--- src/rtl/tone_pkg.sv ---
// Shared types and constants for the stereo test-tone NCO.
// Latency: none (types, constants and a pure helper function only).
// Backpressure: not applicable.
package tone_pkg;

    typedef enum logic [1:0] {
        WAVE_SAW    = 2'd0,
        WAVE_SQUARE = 2'd1,
        WAVE_TRI    = 2'd2,
        WAVE_SINE   = 2'd3
    } wave_e;

    localparam logic [7:0] AMP_UNITY = 8'd128;
    localparam int         AMP_SHIFT = 7;

    // Amplitudes above unity clamp to unity so the scaled result never overflows.
    function automatic logic [7:0] amp_sat(input logic [7:0] amp);
        return (amp > AMP_UNITY) ? AMP_UNITY : amp;
    endfunction

endpackage

--- src/rtl/tone_sine_lut.sv ---
// Quarter-wave sine ROM with quadrant mirror/negate; one read per cycle.
// Latency: 1 cycle (registered output), phase_i -> sine_o.
// Backpressure: none; a new phase is consumed every cycle.
module tone_sine_lut #(
    parameter int SAMPLE_W = 16,
    parameter int LUT_AW   = 8
) (
    input  logic                clk_i,
    input  logic                rst_ni,
    input  logic [LUT_AW+1:0]   phase_i,
    output logic [SAMPLE_W-1:0] sine_o
);
    localparam int  DEPTH = 2 ** LUT_AW;
    localparam real PI    = 3.14159265358979323846;
    localparam real PEAK  = real'(2 ** (SAMPLE_W - 1) - 1);

    // Positive quarter wave sampled at bin centres, so entries 0 and DEPTH-1
    // mirror cleanly without duplicating the zero crossing or the peak.
    logic [SAMPLE_W-2:0] w_rom [DEPTH];

    for (genvar k = 0; k < DEPTH; k++) begin : g_rom
        localparam real ANG = PI / 2.0 * (real'(k) + 0.5) / real'(DEPTH);
        localparam int  VAL = $rtoi($floor(PEAK * $sin(ANG) + 0.5));
        assign w_rom[k] = VAL[SAMPLE_W-2:0];
    end

    logic [1:0]          w_quad;
    logic [LUT_AW-1:0]   w_idx;
    logic [SAMPLE_W-1:0] w_mag;
    logic [SAMPLE_W-1:0] r_sine;

    assign w_quad = phase_i[LUT_AW+1:LUT_AW];
    assign w_idx  = w_quad[0] ? ~phase_i[LUT_AW-1:0] : phase_i[LUT_AW-1:0];
    assign w_mag  = {1'b0, w_rom[w_idx]};

    // Registered table read; the second half-cycle of the wave is negated.
    always_ff @(posedge clk_i) begin
        if (!rst_ni) begin
            r_sine <= '0;
        end else begin
            r_sine <= w_quad[1] ? -w_mag : w_mag;
        end
    end

    assign sine_o = r_sine;

endmodule

--- src/rtl/tone_nco.sv ---
// Stereo test-tone NCO: saw/square/triangle/sine with amplitude scaling; TONE_NCO_SINE_EN builds the sine LUT.
// Latency: sample_valid_o rises 3 cycles after the accepting sample_req_i edge; fully pipelined.
// Backpressure: none; every request is accepted and emitted, sample_o holds between strobes.
module tone_nco
    import tone_pkg::*;
#(
    parameter int ACC_W    = 24,
    parameter int SAMPLE_W = 16,
    parameter int LUT_AW   = 8
) (
    input  logic                  clk_i,
    input  logic                  rst_ni,
    input  logic [ACC_W-1:0]      fcw_l_i,
    input  logic [ACC_W-1:0]      fcw_r_i,
    input  logic [1:0]            wave_i,
    input  logic [7:0]            amp_i,
    input  logic                  phase_rst_i,
    input  logic                  sample_req_i,
    output logic [2*SAMPLE_W-1:0] sample_o,
    output logic                  sample_valid_o
);
    localparam logic [SAMPLE_W-1:0] MSB_MASK = {1'b1, {(SAMPLE_W-1){1'b0}}};
    localparam logic [SAMPLE_W-1:0] FULL_POS = {1'b0, {(SAMPLE_W-1){1'b1}}};
    localparam logic [SAMPLE_W-1:0] FULL_NEG = MSB_MASK | SAMPLE_W'(1);

    if (ACC_W < SAMPLE_W || LUT_AW < 1 || LUT_AW + 2 > SAMPLE_W) begin : g_cfg_check
        $error("tone_nco: need ACC_W >= SAMPLE_W and 1 <= LUT_AW <= SAMPLE_W-2");
    end

    // Saw, square and triangle from the phase word; sine select falls back to triangle here.
    function automatic logic [SAMPLE_W-1:0] shape(input logic [SAMPLE_W-1:0] p, input wave_e w);
        logic [SAMPLE_W-2:0] f;
        f = p[SAMPLE_W-1] ? ~p[SAMPLE_W-2:0] : p[SAMPLE_W-2:0];
        case (w)
            WAVE_SAW:    return p ^ MSB_MASK;
            WAVE_SQUARE: return p[SAMPLE_W-1] ? FULL_NEG : FULL_POS;
            default:     return {f, 1'b0} ^ MSB_MASK;
        endcase
    endfunction

    // Signed multiply by a 0..128 amplitude, floor-divide by 128; always fits SAMPLE_W.
    function automatic logic [SAMPLE_W-1:0] scale(input logic [SAMPLE_W-1:0] w, input logic [7:0] a);
        logic signed [SAMPLE_W+8:0] prod;
        prod = $signed(w) * $signed({1'b0, a});
        prod = prod >>> AMP_SHIFT;
        return prod[SAMPLE_W-1:0];
    endfunction

    logic [ACC_W-1:0]      r_acc_l, r_acc_r;
    logic [ACC_W-1:0]      w_acc_l_nxt, w_acc_r_nxt;
    logic                  r_s1_vld;
    logic [SAMPLE_W-1:0]   r_s1_phase_l, r_s1_phase_r;
    wave_e                 r_s1_wave;
    logic [7:0]            r_s1_amp;
    logic                  r_s2_vld;
    logic [SAMPLE_W-1:0]   r_s2_wave_l, r_s2_wave_r;
    logic [7:0]            r_s2_amp;
    logic [SAMPLE_W-1:0]   w_s2_l, w_s2_r;
    logic                  r_out_vld;
    logic [2*SAMPLE_W-1:0] r_out;

    assign w_acc_l_nxt = r_acc_l + fcw_l_i;
    assign w_acc_r_nxt = r_acc_r + fcw_r_i;

    // S0/S1: advance accumulators on request (realign wins) and capture phase, mode and amplitude.
    always_ff @(posedge clk_i) begin
        if (!rst_ni) begin
            r_acc_l      <= '0;
            r_acc_r      <= '0;
            r_s1_vld     <= 1'b0;
            r_s1_phase_l <= '0;
            r_s1_phase_r <= '0;
            r_s1_wave    <= WAVE_SAW;
            r_s1_amp     <= '0;
        end else begin
            if (phase_rst_i) begin
                r_acc_l <= '0;
                r_acc_r <= '0;
            end else if (sample_req_i) begin
                r_acc_l <= w_acc_l_nxt;
                r_acc_r <= w_acc_r_nxt;
            end
            r_s1_vld <= sample_req_i;
            if (sample_req_i) begin
                r_s1_phase_l <= phase_rst_i ? '0 : w_acc_l_nxt[ACC_W-1 -: SAMPLE_W];
                r_s1_phase_r <= phase_rst_i ? '0 : w_acc_r_nxt[ACC_W-1 -: SAMPLE_W];
                r_s1_wave    <= wave_e'(wave_i);
                r_s1_amp     <= amp_sat(amp_i);
            end
        end
    end

    // S2: register the shaped waveform; the sine LUT registers its own read alongside.
    always_ff @(posedge clk_i) begin
        if (!rst_ni) begin
            r_s2_vld    <= 1'b0;
            r_s2_wave_l <= '0;
            r_s2_wave_r <= '0;
            r_s2_amp    <= '0;
        end else begin
            r_s2_vld <= r_s1_vld;
            if (r_s1_vld) begin
                r_s2_wave_l <= shape(r_s1_phase_l, r_s1_wave);
                r_s2_wave_r <= shape(r_s1_phase_r, r_s1_wave);
                r_s2_amp    <= r_s1_amp;
            end
        end
    end

`ifdef TONE_NCO_SINE_EN
    logic [SAMPLE_W-1:0] w_sine_l, w_sine_r;
    logic                r_s2_is_sine;

    tone_sine_lut #(.SAMPLE_W(SAMPLE_W), .LUT_AW(LUT_AW)) u_sine_l (
        .clk_i   (clk_i),
        .rst_ni  (rst_ni),
        .phase_i (r_s1_phase_l[SAMPLE_W-1 -: LUT_AW+2]),
        .sine_o  (w_sine_l)
    );

    tone_sine_lut #(.SAMPLE_W(SAMPLE_W), .LUT_AW(LUT_AW)) u_sine_r (
        .clk_i   (clk_i),
        .rst_ni  (rst_ni),
        .phase_i (r_s1_phase_r[SAMPLE_W-1 -: LUT_AW+2]),
        .sine_o  (w_sine_r)
    );

    // S2: remember whether this sample takes the LUT path.
    always_ff @(posedge clk_i) begin
        if (!rst_ni) begin
            r_s2_is_sine <= 1'b0;
        end else if (r_s1_vld) begin
            r_s2_is_sine <= (r_s1_wave == WAVE_SINE);
        end
    end

    assign w_s2_l = r_s2_is_sine ? w_sine_l : r_s2_wave_l;
    assign w_s2_r = r_s2_is_sine ? w_sine_r : r_s2_wave_r;
`else
    assign w_s2_l = r_s2_wave_l;
    assign w_s2_r = r_s2_wave_r;
`endif

    // S3: amplitude scale into the output register, held until the next valid sample.
    always_ff @(posedge clk_i) begin
        if (!rst_ni) begin
            r_out_vld <= 1'b0;
            r_out     <= '0;
        end else begin
            r_out_vld <= r_s2_vld;
            if (r_s2_vld) begin
                r_out <= {scale(w_s2_l, r_s2_amp), scale(w_s2_r, r_s2_amp)};
            end
        end
    end

    assign sample_o       = r_out;
    assign sample_valid_o = r_out_vld;

endmodule

--- config.mk ---
export PLATFORM = sky130hd
export DESIGN_NAME = tone_nco
export DESIGN_NICKNAME = d
export VERILOG_FILES = /design/src/rtl/tone_pkg.sv /design/src/rtl/tone_sine_lut.sv /design/src/rtl/tone_nco.sv
export SDC_FILE = /design/constraint.sdc
export NUM_CORES = 1
export LEC_CHECK = 0
export ABC_CLOCK_PERIOD_IN_PS = 11500
export CAP_MARGIN = 0
export CORE_ASPECT_RATIO = 1.1
export CORE_MARGIN = 2
export CORE_UTILIZATION = 60
export CTS_CLUSTER_DIAMETER = 30
export DETAILED_ROUTE_END_ITERATION = 10
export PLACE_DENSITY = 0.8
export SLEW_MARGIN = 20
export SYNTH_ARGS = -nofsm -noshare
export SYNTH_HDL_FRONTEND = slang
export SYNTH_SLANG_ARGS = --single-unit
--- constraint.sdc ---
create_clock -name clk_i -period 11.5 [get_ports clk_i]
set_input_delay 1.725 -clock clk_i [delete_from_list [all_inputs] [get_ports clk_i]]
set_output_delay 1.725 -clock clk_i [all_outputs]
set_load 0.01 [all_outputs]
---- Word level (Yosys, flattened, before mapping) ----
Index checks and enable logic that the tools add are counted.
W data, S select, Z words.
cells by class
  $add $sub $neg .......................... 2
  multiply operators ...................... 2
  magnitude comparators ................... 1
  eq/ne operators ......................... 1
  mux-type cells .......................... 9
  bitwise gates (word level) .............. 7
  reductions and logical operators ........ 2
operators by type and width
  kind                  count
  $mux W16              4
  $pmux W16 S2          2
  $add A24 B24 Y24      2
  $mul A16 B9 Y23       2
  $mux W15              2
  $not A15 Y15          2
  $gt A8 B8 Y1 const B  1
  $mux W8               1
  $not A1 Y1            5
  $eq A2 B1 Y1 const B  1
  $logic_not A2 Y1      1
  $reduce_or A2 Y1      1
word-level totals
  register bits after elaboration ......... 165
  word-level logic and storage cells ...... 37

---- Logic depth before layout (Yosys ltp) ----
Gate-level depths: netlist of run 1.
  word-level depth ........................ 4
  mapped depth ............................ 20
  mapped depth without buffers ............ 19

---- Least setup slack after synthesis of run 1 ----
OpenSTA, ideal clock, no wires.
  path type ............................... register -> register
  start ................................... reg r_s2_amp[0]
  end ..................................... reg r_out[12], in the netlist sample_o[12]
  library setup time ...................... 0.117 ns
  arrival time ............................ 5.050 ns
  required time ........................... 11.383 ns
  setup slack ............................. 6.333 ns
  cell stages (with the launch flop) ...... 20
  buffers on the path ..................... 2
  clock period less this slack ............ 5.167 ns
  cell sequence ........................... dfxtp_1 > clkbuf_1 > clkbuf_1 > nand2_1 > fa_1 > inv_1 > fa_1 > fa_1 > inv_1 > fa_1 > inv_1 > ha_1 > a21o_1 > a21o_1 > a21o_1 > a21o_1 > o21a_1 > o21ai_0 > or3b_1 > a32o_1
on the way
  longest elaborated chain between the ends .. 1
ends and longest elaborated chain
  element                 RTL line         source
  start, declared         tone_nco.sv:57   logic [7:0] r_s2_amp;
  start signal, assigned  tone_nco.sv:105  r_s2_amp <= r_s1_amp;
  $mul A16 B9 Y23         tone_nco.sv:44   prod = $signed(w) * $signed({1'b0, a});
  end signal, assigned    tone_nco.sv:152  r_out <= {scale(w_s2_l, r_s2_amp), scale(w_s2_r, r_s2_amp)};
  end, declared           tone_nco.sv:60   logic [2*SAMPLE_W-1:0] r_out;
Every way passes these cells.
A chain may end at the register's enable or synchronous reset.

---- Worst setup path after layout of run 1 ----
  start ................................... reg r_s2_amp[0]
  end ..................................... reg r_out[31], in the netlist sample_o[31]
The elaborated chain is that of the path after synthesis.

==> results.toml, run 1 <==
[detailed_routing]
avgViaCountPerCell = 5.55
vias = 12914
drtPass1Iterations = 6
drc = 0
ant_nets = 0
routed_wl_um = 35300
post_drt_wl_per_cell_um = 15.2
drtIter0Drc = 733

[yosys]
synth-seq-cells = 165
yosysMostFrequentCell = "nand2_1"
synthCells = 1939
synth_common_cells = "nand2_1, inv_1, fa_1, dfxtp_1, ha_1"
synth.area.top_cells = "fa_1, dfxtp_1, ha_1"
async_flop_share_pct = 0
yosysWarningCount = 0
synth_cell_type_count = 60
syn_nets = 2323
synth_edf_count = 0
ys.flop_type = "dfxtp_1"
synth_top_area_share_pct = 23.4
ys_seq_area_share_pct = 19.9
yosys.area.top_type = "fa_1"
syn_area_per_cell_um2 = 8.56
syn-cell-area_mm2 = 0.0166

[clock_tree]
cts_tree = "yes"
holdBufCountCts = 0
clockRootBuffer = "clkbuf_16"
clkTransAtPathRegs_ns = 0.08
clockBufferDepth = 2
clock-sinks = 165
post_cts.repair.setup_buffers = 0
worstSkewPairLatency_ns = 0.45
htreeDepth = 4
ctsResizeCount = 0
cts_buffers = 17

[critical_path]
cpPeakStageDelay_ns = 0.64
critPathCaptureType = "flip-flop"
cpLargestDelayFamily = "adder cells"
critPathMaxFanout = 16
path_class = "flip-flop to flip-flop"
slowest_stage = "dfxtp_1"
r2r_start = "r_s2_amp[0]"
rrSetupSlack_ns = 5.95
start_kind = "flip-flop"
reg2reg_depth = 19
path_buf_inv = 4
cp.arrival_ns = 5.94
cp_common_cell = "fa_1"
r2r-end = "sample_o[31]"
path_cells = "buf_4 -> nand2_1 -> fa_1 -> inv_1 -> fa_1 -> fa_1 -> inv_1 -> fa_1 -> inv_1 -> ha_1 -> nor3_1 -> o21bai_1 -> a31oi_1 -> o21ai_2 -> a221oi_2 -> o21bai_2 -> a21o_1 -> a2111o_1 -> nand3_1"
crit_required_ns = 11.89

[global_route]
overflow = 0
grt_pass1_vias = 12989
antenna_found_initial = 1
grt_pass1_wl_um = 60700
grtUsageTotal_pct = 25.7
grt_max_degree = 79

[floorplanning]
die_area_mm2 = 0.0290
rows = 63
fp.dieH_um = 178
ios = 95
start_util_pct = 61.2
core_area_mm2 = 0.0271
dieWidth_um = 163

[pwr]
cellPowerDensity_mw_per_mm2 = 78.3
power_leakage_nw = 9.19
vdd_drop_max_v = 0.0000821

[timing]
tightestPinTransition_ns = 1.05
post-route-min-period_ns = 5.55
setup_viol = 0
max_slew_margin_pct = 29.9
max_freq_mhz = 180
setup_tns_ns = 0
clock_skew_ns = 0.0102
slew_viol_final = 0
timing.final.crit_share_pct = 48.3
rsz0062_at_grt = "no"
fin_ws_ns = 5.95
hold_viol = 0

[place]
place_area_mm2 = 0.0177
place_hpwl_um = 27500
port_buffers = 94
gp_congestion = 0.899
post-place-ws_ns = 5.94

[layout]
areaGrowthSynthToFinish_pct = 9.92
fin_area_mm2 = 0.0183
nNetsFinal = 2339
drive_above_1_share_pct = 2.95

[job]
drv_cap = 0

[min_path]
hold_class = "flip-flop to flip-flop"
min_from = "r_acc_r[10]"
worstHoldEndpoint = "r_acc_r[10]"
min_path_cells = 2

[run_status]
status = "complete, no violations"
==> final cells by class <==
cell class / instances / area, um^2
multi-input cells: 1386 / 11800
flip-flops and latches: 165 / 3300
well taps: 357 / 447
repair buffers: 108 / 1040
clock inverters: 13 / 128
clock buffers: 19 / 443
inverters: 277 / 1040
diodes: 1 / 2.50
fillers: 2221 / 8860
==> registers in the layout, summed over array words and instances, names as in the netlist <==
register	flops
r_s2_amp	8
r_s1_wave	2
r_s2_wave_r	16
r_s1_vld	1
r_acc_r	24
r_s1_amp	8
r_s2_vld	1
r_s1_phase_r	16
sample_valid_o	1
r_s2_wave_l	16
r_s1_phase_l	16
sample_o	32
r_acc_l	24
==> where the power goes <==
group | switching, mW | internal (mW)
logic | 0.113 | 0.103
registers | 0.0409 | 0.597
clock network | 0.279 | 0.295
total | 0.433 | 0.996
==> logic make-up after synthesis <==
group	synth area share, %
AND/OR/NAND/NOR	18.0
multiplexers	2.05
AO/OA/AOI/OAI	12.8
flip-flops	19.9
buffers and inverters	8.79
XOR/XNOR	5.43
adder cells (fa/ha/maj)	33.0
==> routing by layer <==
metal  global-route usage, %  part of all wire (%)  vias up
li1                        -                     -     6244
met4                    7.82                   1.9        0
met1                    33.1                    44     6248
met2                    43.5                    48      369
met5                       0                     0        -
met3                    5.56                   6.5       53
==> cell usage in the layout, fill, tap and decap left out, drive strengths merged, types with 15 or more instances in the layout <==
master and instances:
inv 287, nand2 279, fa 194, dfxtp 165, ha 128, and2 119, clkdlybuf4s50 93, nor2 91
a21oi 64, xnor2 53, o21ai 52, nor2b 51, xor2 50, a21o 35, o211a 34, mux2i 34
o311ai 28, nand3 20, clkbuf 19, nor3 17, a31oi 15, buf 15
==> tightest hold or removal path, stage by stage, from the launching register on <==
cell	delay, ns
dfxtp_1	0.31
nand2_1	0.05
nand2_1	0.04
==> metrics by stage <==
step | util [%] | hold WS (ns) | instances | total power [mW]
global placement | 65.2 | 0.435 | 2293 | 0.857
global route | 67.3 | 0.468 | 2325 | 1.49
detailed placement | 65.2 | 0.440 | 2293 | 0.865
finish | 67.3 | 0.447 | 2326 | 1.43
floorplan | - | 0.426 | 1939 | 0.799
CTS | 67.3 | 0.451 | 2325 | 1.44
==> worst max path at each step <==
stage	start	endpoint	slack, ns	cells after the start
floorplan	r_s2_amp[0]	sample_o[12]	6.33	19
global placement	r_s2_amp[0]	sample_o[31]	6.16	19
detailed placement	r_s2_amp[0]	sample_o[31]	5.94	19
CTS	r_s2_amp[0]	sample_o[31]	5.93	19
global route	r_s2_amp[0]	sample_o[31]	5.65	19
finish	r_s2_amp[0]	sample_o[31]	5.95	19
No activity file was read; power rests on OpenSTA's default activity.
==> run 2: changes to the inputs <==
--- a/config.mk
+++ b/config.mk
@@ -5,7 +5,7 @@
 export SDC_FILE = /design/constraint.sdc
 export NUM_CORES = 1
 export LEC_CHECK = 0
-export ABC_CLOCK_PERIOD_IN_PS = 11500
+export ABC_CLOCK_PERIOD_IN_PS = 5200
 export CAP_MARGIN = 0
 export CORE_ASPECT_RATIO = 1.1
 export CORE_MARGIN = 2
==> constraint.sdc (replaced) <==
create_clock -name clk_i -period 5.2 [get_ports clk_i]
set_input_delay 0.78 -clock clk_i [delete_from_list [all_inputs] [get_ports clk_i]]
set_output_delay 0.78 -clock clk_i [all_outputs]
set_load 0.01 [all_outputs]
==> results.toml, run 2 (synthesis gave the netlist of run 1 again) <==
[run_status]
status = "complete, no violations"

[layout]
layout_commonest_cell = "nand2_1"
nNetsFinal = 2368
drive_above_1_share_pct = 5.11
multi_input_area_mm2 = 0.0119
fin_cells = 2354
final_cell_mix = "nand2_1, inv_1, fa_1"
largest_reg_flops = 32
areaGrowthSynthToFinish_pct = 11.7
insertedDiodeCount = 0
seq_area_mm2 = 0.00332
nFillCells = 2135

[detailed_routing]
drc = 0
post_drt_wl_per_cell_um = 15.1
drtPass1Iterations = 6
vias = 12896
avgViaCountPerCell = 5.48
ant_nets = 0
drtIter0Drc = 862
routed_wl_um = 35600

[pwr]
power_leakage_nw = 9.36
cellPowerDensity_mw_per_mm2 = 173
vdd_drop_max_v = 0.000184
power_mw = 3.21

[clock_tree]
htreeDepth = 4
clockRootBuffer = "clkbuf_16"
holdBufCountCts = 0
cts_buffers = 17
clock-sinks = 165
worstSkewPairLatency_ns = 0.44
cts_tree = "yes"
clockBufferDepth = 2
clkTransAtPathRegs_ns = 0.07

[critical_path]
path_class = "flip-flop to flip-flop"
crit_required_ns = 5.54
rrSetupSlack_ns = 0.24
critPathCaptureType = "flip-flop"
critPathMaxFanout = 13
start_kind = "flip-flop"
cp.arrival_ns = 5.30

[min_path]
hold_class = "flip-flop to flip-flop"

[timing]
timing.final.crit_share_pct = 95.4
tightestPinTransition_ns = 0.864
clock_skew_ns = 0.00916
setup_tns_ns = 0
fin_ws_ns = 0.237
hold_viol = 0
setup_viol = 0
slew_viol_final = 0
whs_ns = 0.449
rsz0062_at_grt = "no"
max_freq_mhz = 202
max_slew_margin_pct = 42.3
post-route-min-period_ns = 4.96

[place]
port_buffers = 94
gp_congestion = 0.892
place_hpwl_um = 28200
dp.cells = 2322
post-place-ws_ns = 0.0878

[floorplanning]
core_area_mm2 = 0.0271
fp.dieH_um = 178
start_util_pct = 61.2
rows = 63
ios = 95
die_area_mm2 = 0.0290
dieWidth_um = 163

[global_route]
grt_max_degree = 76
grt_pass1_wl_um = 61500
grtUsageTotal_pct = 26.0
grt_pass1_vias = 13163
overflow = 0
antenna_found_initial = 1

[job]
drv_cap = 0
==> run 2: cell count changes in the layout (fill, tap and decap cells not counted), sizes merged <==
cell,before,now
inv,287,284
clkinvlp,1,2
diode,1,0
buf,15,44
bufinv,0,2
==> run 2: cell type report <==
type | count | area share (%)
Inverter | 277 | 5.61
Sequential cell | 165 | 17.9
Timing Repair Buffer | 137 | 6.92
Clock buffer | 19 | 2.33
Clock inverter | 13 | 0.870
Tap cell | 357 | 2.41
Multi-Input combinational cell | 1386 | 63.9
==> run 2: critical path, cell delays in order, from the launching register on <==
cell and delay [ns]:
dfxtp_1 0.35, buf_4 0.21, nand2_1 0.10, fa_1 0.50
inv_1 0.06, fa_1 0.48, fa_1 0.55, inv_1 0.06
fa_1 0.50, inv_1 0.05, ha_1 0.28, a21o_1 0.19
a21o_1 0.17, a21o_1 0.18, a21o_1 0.19, o21a_1 0.22
o21ai_0 0.19, or3b_1 0.38, a32o_1 0.21
==> run 2: per-layer routing <==
| layer | GRT usage (%) | routed length [um] | vias to the layer above |
|---|---|---|---|
| met5 | 0 | 0 | - |
| met4 | 6.64 | 544 | 0 |
| met3 | 4.65 | 2050 | 45 |
| met2 | 45.1 | 17400 | 340 |
| met1 | 33.6 | 15600 | 6208 |
| li1 | - | - | 6303 |
==> run 2: where the power goes <==
group | internal, mW | switching, mW
combinational | 0.234 | 0.254
clock | 0.726 | 0.581
sequential | 1.32 | 0.0915
total | 2.28 | 0.927
==> run 2: per-stage QoR <==
| step | util, % | area (um^2) |
|---|---|---|
| final | 68.4 | 18500 |
| after global routing | 68.4 | 18500 |
| after CTS | 68.3 | 18500 |
| after detailed placement | 66.1 | 17900 |
| after global placement | 66.1 | 17900 |
| after floorplan | - | 16600 |
==> run 2: final timing paths <==
kind,startpoint,end,depth (start not counted)
worst min-delay path,r_acc_r[10],r_acc_r[10],2
worst max-delay path,r_s2_amp[2],sample_o[12],18
worst min register to register,r_acc_r[10],r_acc_r[10],2
worst max register to register,r_s2_amp[2],sample_o[12],18
==> run 2: timing repair <==
| action | CTS | global route |
|---|---|---|
| buffers inserted | 0 | 0 |
| setup endpoints to repair | 0 | 10 |
| gates resized for setup | 0 | 16 |
==> run 3: changes to the inputs <==
--- a/config.mk
+++ b/config.mk
@@ -5,7 +5,7 @@
 export SDC_FILE = /design/constraint.sdc
 export NUM_CORES = 1
 export LEC_CHECK = 0
-export ABC_CLOCK_PERIOD_IN_PS = 5200
+export ABC_CLOCK_PERIOD_IN_PS = 4670
 export CAP_MARGIN = 0
 export CORE_ASPECT_RATIO = 1.1
 export CORE_MARGIN = 2
==> constraint.sdc (replaced) <==
create_clock -name clk_i -period 4.67 [get_ports clk_i]
set_input_delay 0.7005 -clock clk_i [delete_from_list [all_inputs] [get_ports clk_i]]
set_output_delay 0.7005 -clock clk_i [all_outputs]
set_load 0.01 [all_outputs]
==> results.toml, run 3 (synthesis gave the netlist of run 1 again) <==
[run_status]
status = "complete, but fails checks"
failed_checks = "setup timing"

[global_route]
grtUsageTotal_pct = 27.3
grt_pass1_vias = 13751
antenna_found_initial = 0
grt_max_degree = 76
overflow = 0
grt_pass1_wl_um = 64000

[clock_tree]
clockRootBuffer = "clkbuf_16"
clockBufferDepth = 2
htreeDepth = 4
holdBufCountCts = 0
cts_tree = "yes"
clkTransAtPathRegs_ns = 0.08
clock-sinks = 165
cts_buffers = 17
worstSkewPairLatency_ns = 0.45

[timing]
tightestPinTransition_ns = 1.05
setup_tns_ns = -0.552
timing.final.crit_share_pct = 104
max_slew_margin_pct = 30.2
post-route-min-period_ns = 4.85
max_freq_mhz = 206
hold_viol = 0
fin_ws_ns = -0.185
clock_skew_ns = 0.0141
slew_viol_final = 0
setup_viol = 5
rsz0062_at_grt = "yes"
whs_ns = 0.449

[layout]
seq_area_mm2 = 0.00334
drive_above_1_share_pct = 12.5
layout_commonest_cell = "inv_1"
insertedDiodeCount = 0
multi_input_area_mm2 = 0.0122
areaGrowthSynthToFinish_pct = 18.4
final_cell_mix = "inv_1, nand2_1, fa_1"
largest_reg_flops = 32
nNetsFinal = 2462
nFillCells = 1887

[min_path]
hold_class = "flip-flop to flip-flop"

[place]
place_hpwl_um = 28800
post-place-ws_ns = -0.243
port_buffers = 94
gp_congestion = 0.883

[floorplanning]
ios = 95
core_area_mm2 = 0.0271
die_area_mm2 = 0.0290
start_util_pct = 61.2
rows = 63
fp.dieH_um = 178
dieWidth_um = 163

[detailed_routing]
vias = 13507
drtIter0Drc = 810
ant_nets = 0
post_drt_wl_per_cell_um = 15.9
drc = 0
routed_wl_um = 38900
avgViaCountPerCell = 5.52
drtPass1Iterations = 5

[critical_path]
cp.arrival_ns = 5.19
path_class = "flip-flop to flip-flop"
critPathCaptureType = "flip-flop"
critPathMaxFanout = 5
crit_required_ns = 5.01
start_kind = "flip-flop"

[job]
drv_cap = 0

[pwr]
vdd_drop_max_v = 0.000220
power_leakage_nw = 9.93
cellPowerDensity_mw_per_mm2 = 185
power_mw = 3.63
## run 3: cell types whose count changed in the layout (fill, tap and decap cells not counted), sizes merged
cell      before  now
buf           44  138
inv          284  283
clkinv         2    8
clkbuf        19   17
clkinvlp       2    0
bufinv         2    1
## run 3: per-layer routing
| layer | track usage, % | up-vias | part of all wire [%] |
|---|---|---|---|
| met5 | 0 | - | 0 |
| met4 | 8.85 | 0 | 2.8 |
| met3 | 5.37 | 92 | 6.1 |
| met2 | 48.5 | 433 | 49 |
| met1 | 33.4 | 6475 | 42 |
| li1 | - | 6507 | - |
## run 3: worst paths after layout
check	depth (start not counted)	to	slack, ns	startpoint
worst max register to register	18	sample_o[12]	-0.18	r_s2_amp[4]
worst max-delay path	18	sample_o[12]	-0.18	r_s2_amp[4]
worst min register to register	2	r_acc_r[11]	0.45	r_acc_r[11]
worst min-delay path	2	r_acc_r[11]	0.45	r_acc_r[11]
## run 3: cell type report
class	instances	area share (%)
Clock buffer	17	2.16
Clock inverter	15	0.936
Inverter	277	5.29
Multi-Input combinational cell	1386	61.9
Sequential cell	165	17.0
Tap cell	357	2.27
Timing Repair Buffer	231	10.5
## run 3: worst max-delay path, stage by stage, from the launching register on
cell and delay (ns):
dfxtp_4 0.38, buf_6 0.13, buf_6 0.12, buf_6 0.12, and2_4 0.13, fa_1 0.57
fa_1 0.45, fa_1 0.54, inv_2 0.04, fa_2 0.53, inv_2 0.04, ha_4 0.15
a21o_1 0.17, a21oi_2 0.23, a31oi_4 0.13, o21a_2 0.26, o21ai_2 0.17, or3b_1 0.37
a32o_1 0.21
## run 3: power by group
part | internal [mW] | total (mW) | switching, mW
combinational | 0.295 | 0.609 | 0.314
clock | 0.770 | 1.47 | 0.701
sequential | 1.47 | 1.55 | 0.0836
## run 3: per-stage QoR
step                      utilization [%]  instance area (um^2)  cells
after CTS                            71.5                 19400   2441
after global placement               68.4                 18500   2395
after global routing                 72.5                 19700   2448
after detailed placement             68.4                 18500   2395
final                                72.5                 19700   2448
after floorplan                         -                 16800   1939
## run 3: repair_timing
item | CTS | global route
setup buffers | 12 | 9
gates resized for setup | 39 | 63
pin swaps | 27 | 51
gates cloned | 2 | 0
setup endpoints to repair | 10 | 17
